$ cat src/rtl/bcd_to_bin.sv
// Sequential 4-digit packed-BCD to 14-bit binary converter (reverse double-dabble).
// Illegal digits (>9) abort the conversion and are reported through ERR with DONE.
module bcd_to_bin (
    input  logic        CLK,
    input  logic        RST,
    input  logic        START,
    input  logic [15:0] BCDIN,
    output logic [13:0] BINOUT,
    output logic        BUSY,
    output logic        DONE,
    output logic        ERR
);

    typedef enum logic [2:0] {
        S_IDLE,
        S_INIT,
        S_SHIFT,
        S_CHECK,
        S_DONE
    } state_t;

    state_t      state_q, state_d;
    logic [31:0] tmp_sr_q, tmp_sr_d;
    logic [4:0]  shift_cnt_q, shift_cnt_d;
    logic        err_flag_q, err_flag_d;
    logic [13:0] binout_q, binout_d;
    logic        done_q, done_d;
    logic        err_q, err_d;

    // Undo one doubling step: a nibble that reached 8+ after the right shift had 3 added going forward.
    function automatic logic [3:0] sub3(input logic [3:0] nib);
        return (nib >= 4'd8) ? nib - 4'd3 : nib;
    endfunction

    function automatic logic illegal(input logic [3:0] nib);
        return nib > 4'd9;
    endfunction

    // NOTE: every _d gets a default before the case so no path leaves a signal unassigned (no latches).
    always_comb begin
        state_d     = state_q;
        tmp_sr_d    = tmp_sr_q;
        shift_cnt_d = shift_cnt_q;
        err_flag_d  = err_flag_q;
        binout_d    = binout_q;
        err_d       = err_q;
        done_d      = 1'b0;

        case (state_q)
            S_IDLE: begin
                if (START) begin
                    tmp_sr_d    = {BCDIN, 16'h0000};
                    shift_cnt_d = 5'd0;
                    state_d     = S_INIT;
                end
            end
            S_INIT: begin
                if (illegal(tmp_sr_q[31:28]) || illegal(tmp_sr_q[27:24]) ||
                    illegal(tmp_sr_q[23:20]) || illegal(tmp_sr_q[19:16])) begin
                    err_flag_d = 1'b1;
                    state_d    = S_DONE;
                end else begin
                    err_flag_d = 1'b0;
                    state_d    = S_SHIFT;
                end
            end
            S_SHIFT: begin
                tmp_sr_d    = tmp_sr_q >> 1;
                shift_cnt_d = shift_cnt_q + 5'd1;
                state_d     = S_CHECK;
            end
            S_CHECK: begin
                if (shift_cnt_q == 5'd16) begin
                    state_d = S_DONE;
                end else begin
                    tmp_sr_d = {sub3(tmp_sr_q[31:28]), sub3(tmp_sr_q[27:24]),
                                sub3(tmp_sr_q[23:20]), sub3(tmp_sr_q[19:16]),
                                tmp_sr_q[15:0]};
                    state_d  = S_SHIFT;
                end
            end
            S_DONE: begin
                binout_d    = err_flag_q ? 14'd0 : tmp_sr_q[13:0];
                err_d       = err_flag_q;
                done_d      = 1'b1;
                tmp_sr_d    = 32'd0;
                shift_cnt_d = 5'd0;
                state_d     = S_IDLE;
            end
            default: state_d = S_IDLE;
        endcase
    end

    // NOTE: state registers use non-blocking assignments so all flops update together at the edge.
    always_ff @(posedge CLK) begin
        if (RST) begin
            state_q     <= S_IDLE;
            tmp_sr_q    <= 32'd0;
            shift_cnt_q <= 5'd0;
            err_flag_q  <= 1'b0;
            binout_q    <= 14'd0;
            done_q      <= 1'b0;
            err_q       <= 1'b0;
        end else begin
            state_q     <= state_d;
            tmp_sr_q    <= tmp_sr_d;
            shift_cnt_q <= shift_cnt_d;
            err_flag_q  <= err_flag_d;
            binout_q    <= binout_d;
            done_q      <= done_d;
            err_q       <= err_d;
        end
    end

    assign BINOUT = binout_q;
    assign DONE   = done_q;
    assign ERR    = err_q;
    assign BUSY   = (state_q != S_IDLE);

endmodule

$ cat config.mk
export PLATFORM = sky130hd
export DESIGN_NAME = bcd_to_bin
export DESIGN_NICKNAME = d
export VERILOG_FILES = /design/src/rtl/bcd_to_bin.sv
export SDC_FILE = /design/constraint.sdc
export NUM_CORES = 1
export LEC_CHECK = 0
export ABC_CLOCK_PERIOD_IN_PS = 1600
export BUFFER_PORTS_ARGS = -buffer_cell sky130_fd_sc_hd__buf_2
export CELL_PAD_IN_SITES_DETAIL_PLACEMENT = 0
export CELL_PAD_IN_SITES_GLOBAL_PLACEMENT = 1
export CORE_ASPECT_RATIO = 1.2
export CORE_MARGIN = 5
export CORE_UTILIZATION = 40
export DETAILED_ROUTE_END_ITERATION = 8
export PLACE_DENSITY_LB_ADDON = 0.1
export SYNTH_ARGS = -nofsm -noshare
export SYNTH_HDL_FRONTEND = slang
export SYNTH_SLANG_ARGS = --single-unit
$ cat constraint.sdc
create_clock -name CLK -period 1.6 [get_ports CLK]
set_input_delay 0.32 -clock CLK [delete_from_list [all_inputs] [get_ports CLK]]
set_output_delay 0.32 -clock CLK [all_outputs]
set_load 0.02 [all_outputs]
==> results.md <==
* Rows at 35
* Power Density at 1220 nW/um^2
* Largest net degree at the start of global routing at 31
* Primary FF master, synth: dfxtp_1
* Core Box Area at 7750 sq um
* Nets at 490
* CP required at 1820 ps
* Commonest cells in the netlist: nor2_1, dfxtp_1, a21oi_1, o21ai_0, a22oi_1
* Area share of the largest cell type after synthesis at 35.6%
* Setup crit end: tmp_sr_q[29]
* Run status: finished, final reports clean
* # diodes at 0
* Initial antenna violation count at 0
* Worst Setup SP: shift_cnt_q[0]
* CTS max path bufs at 2
* RSZ-0062 raised after global routing: true
* Cells after Synth at 382
* Library cells used by synthesis at 50
* Slew Viols, Final at 0
* Total GRT Usage at 17.2%
* Clk sinks at 57
* Worst path max stage delay at 330 ps
* Number of max-cap violations at 0
* Period utilisation layout at 96.3%
* Vias post-DR at 2,912
* Placed standard-cell area at 3760 sq um
* Fin. Hold Viols at 0
* Worst reg2reg startpoint: shift_cnt_q[0]
* CTS tree: yes
* Hold depth at 4
* Clock latency on the worst-skew pair at 330 ps
* Reg2Reg Depth at 6
* Fin Clk Skew at 14.0 ps
* DR vias/cell at 5.29
* CP Launch Type: flop
* RePlAce Congestion at 0.815
* Reg clk slew, reported paths at 70 ps
* Post-synth top area cell: dfxtp_1
* Reg2reg end: tmp_sr_q[29]
* R2R setup slack at 60 ps
* Vias in the first global route at 2,900
* Die span in y at 108 um
* Avg Synthesized Cell Area at 8.39 sq um
* Final HPWL DP at 5910 um
* Syn-to-layout area delta at 27.3%
* Crit path depth at 6
* Fmax at 649 MHz
* Tightest Pin Transition at 451 ps
* Routed Antenna Nets at 0
* Post-synth EDFFs at 0
* Seq/Total Area, Yosys at 35.6%
* CP Cell Sequence: inv_2 > ha_4 > and4bb_4 > o31ai_4 > nand2_2 > mux2_1
* Critical-path maximum fanout at 5
* IO Port Bufs at 35
* Critical path class: flop to flop
* Total wire length at 8210 um
* Count leader, synth: nor2_1
* Ranking of synthesized cells by area: dfxtp_1, nor2_1, ha_1, a21oi_1, a22oi_1
* H-tree Lvls at 3
* Period minus WS final at 1540 ps
* Worst slew margin at 69.8%
* Synth warn at 0
* Initial Util at 41.3%
* Cell area after layout at 4080 sq um
* CP arrival at 1760 ps
* Worst vdd ir at 669 uV
* Worst hold path class: primary input to flop
* Lkg Pwr at 1.70 nW
* CP bufs+invs at 1
* Place WS at -69.6 ps
* Io pins at 36
* Yosys reg bits at 57
* Grt total ovfl at 0
* Final TNS setup at 0 ps
* First-pass GRT wire length at 13,800 um
* CTS Root Cell: clkbuf_8
* Total CTS buffers at 9
* DRT Pass-1 Iters at 4
* Post-synth ARST share at 0%
* PnR worst setup slack at 60.0 ps
* Worst hold slack at 352 ps
* 1st-iter DRT viols at 102
* Syn Nets at 419
* Routed WL per cell at 14.9 um
* Setup Viol. Count Final at 0
* Die width at 91.7 um
* Crit path max-delay family: simple AND/OR/NAND/NOR gates
* DR DRC count at 0
* Worst setup EP type: flop
* Die area at 9910 sq um
* Synthesized area at 3200 sq um
* # hold bufs at CTS at 0
* Slowest CP cell: dfxtp_2
* Pwr Total at 4.99 mW
* Layout cells sized above 1 at 31.9%
[final cells by class]
| class | instances | area (sq um) |
|---|---|---|
| fill | 776 | 3670 |
| multi-input combinational | 283 | 1920 |
| sequential | 57 | 1150 |
| timing repair buffer | 88 | 642 |
| clock buffer | 11 | 151 |
| tap | 92 | 115 |
| clock inverter | 5 | 53.8 |
| inverter | 14 | 52.6 |
[worst min-delay path by stage]
stage | from | end | slack, ps
after floorplan | shift_cnt_q[0] | shift_cnt_q[0] | 460
after global placement | BINOUT[13] | BINOUT[13] | 470
after detailed placement | ERR | ERR | 470
after CTS | BCDIN[15] | tmp_sr_q[31] | 340
after global routing | BCDIN[15] | tmp_sr_q[31] | 380
final | BCDIN[15] | tmp_sr_q[31] | 350
[power breakdown]
group	internal (mW)	switching (mW)	total, mW
logic	0.862	1.03	1.89
registers	1.56	0.156	1.72
clock network	0.799	0.580	1.38
[through the flow]
stage	cells	utilization (%)
floorplan	382	-
global placement	531	48.5
detailed placement	531	48.5
CTS	547	51.4
global route	550	52.6
finish	550	52.6
[state kept, by name (all words and copies together) (netlist names)]
| signal | cells |
|---|---|
| BINOUT | 14 |
| state_q | 3 |
| err_flag_q | 1 |
| tmp_sr_q | 32 |
| shift_cnt_q | 5 |
| DONE | 1 |
| ERR | 1 |
[cell families (layout without fill, tap and decap cells)]
group / count (synthesis) / after routing / share of synthesized area, %
buf+inv: 42 / 118 / 6.95
fa+ha+maj: 18 / 18 / 7.03
simple gates: 137 / 137 / 22.0
xor+xnor: 8 / 8 / 2.19
compound gates: 105 / 105 / 21.2
flops: 57 / 57 / 35.6
mux: 15 / 15 / 5.00
[placed cells by master, fill, tap and decap left out, types with 3 or more instances in the layout]
cell | Yosys | routed
o21ai_1 | 2 | 3
buf_4 | 4 | 48
mux2i_1 | 7 | 7
xnor2_1 | 3 | 3
a21oi_1 | 35 | 35
inv_1 | 12 | 9
o21ai_0 | 20 | 15
nand2_2 | 4 | 4
nand3_1 | 6 | 6
inv_2 | 2 | 5
nand2_1 | 16 | 16
nor2_1 | 70 | 70
ha_1 | 18 | 17
a2111oi_1 | 0 | 5
buf_2 | 10 | 34
o21ai_2 | 0 | 3
clkinv_2 | 0 | 3
nor2b_1 | 5 | 5
nand2b_1 | 6 | 6
clkbuf_8 | 0 | 11
nor3b_2 | 6 | 6
a2111oi_2 | 1 | 3
nor3b_1 | 8 | 8
dfxtp_2 | 0 | 7
xor2_1 | 5 | 5
a22oi_1 | 19 | 19
mux2_1 | 6 | 5
a211oi_1 | 7 | 6
dfxtp_1 | 57 | 50
buf_12 | 0 | 5
[worst min-delay path, delay by kind of cell]
kind / cells / cell delay [ps]
buffers and inverters: 1 / 80
AND/OR/NAND/NOR: 1 / 70
AO/OA/AOI/OAI: 2 / 180
[routing by layer]
metal | global-route usage [%] | wire (um)
met5 | 0 | 0
met4 | 5.73 | 96
met3 | 4.04 | 395
met2 | 30.2 | 4040
met1 | 20.7 | 3680
[timing repair]
action	CTS	global route
setup endpoints to repair	13	19
setup buffers	0	3
pin swaps	0	5
resized for setup	9	29
Note: power is estimated with default switching activity, not from simulation.
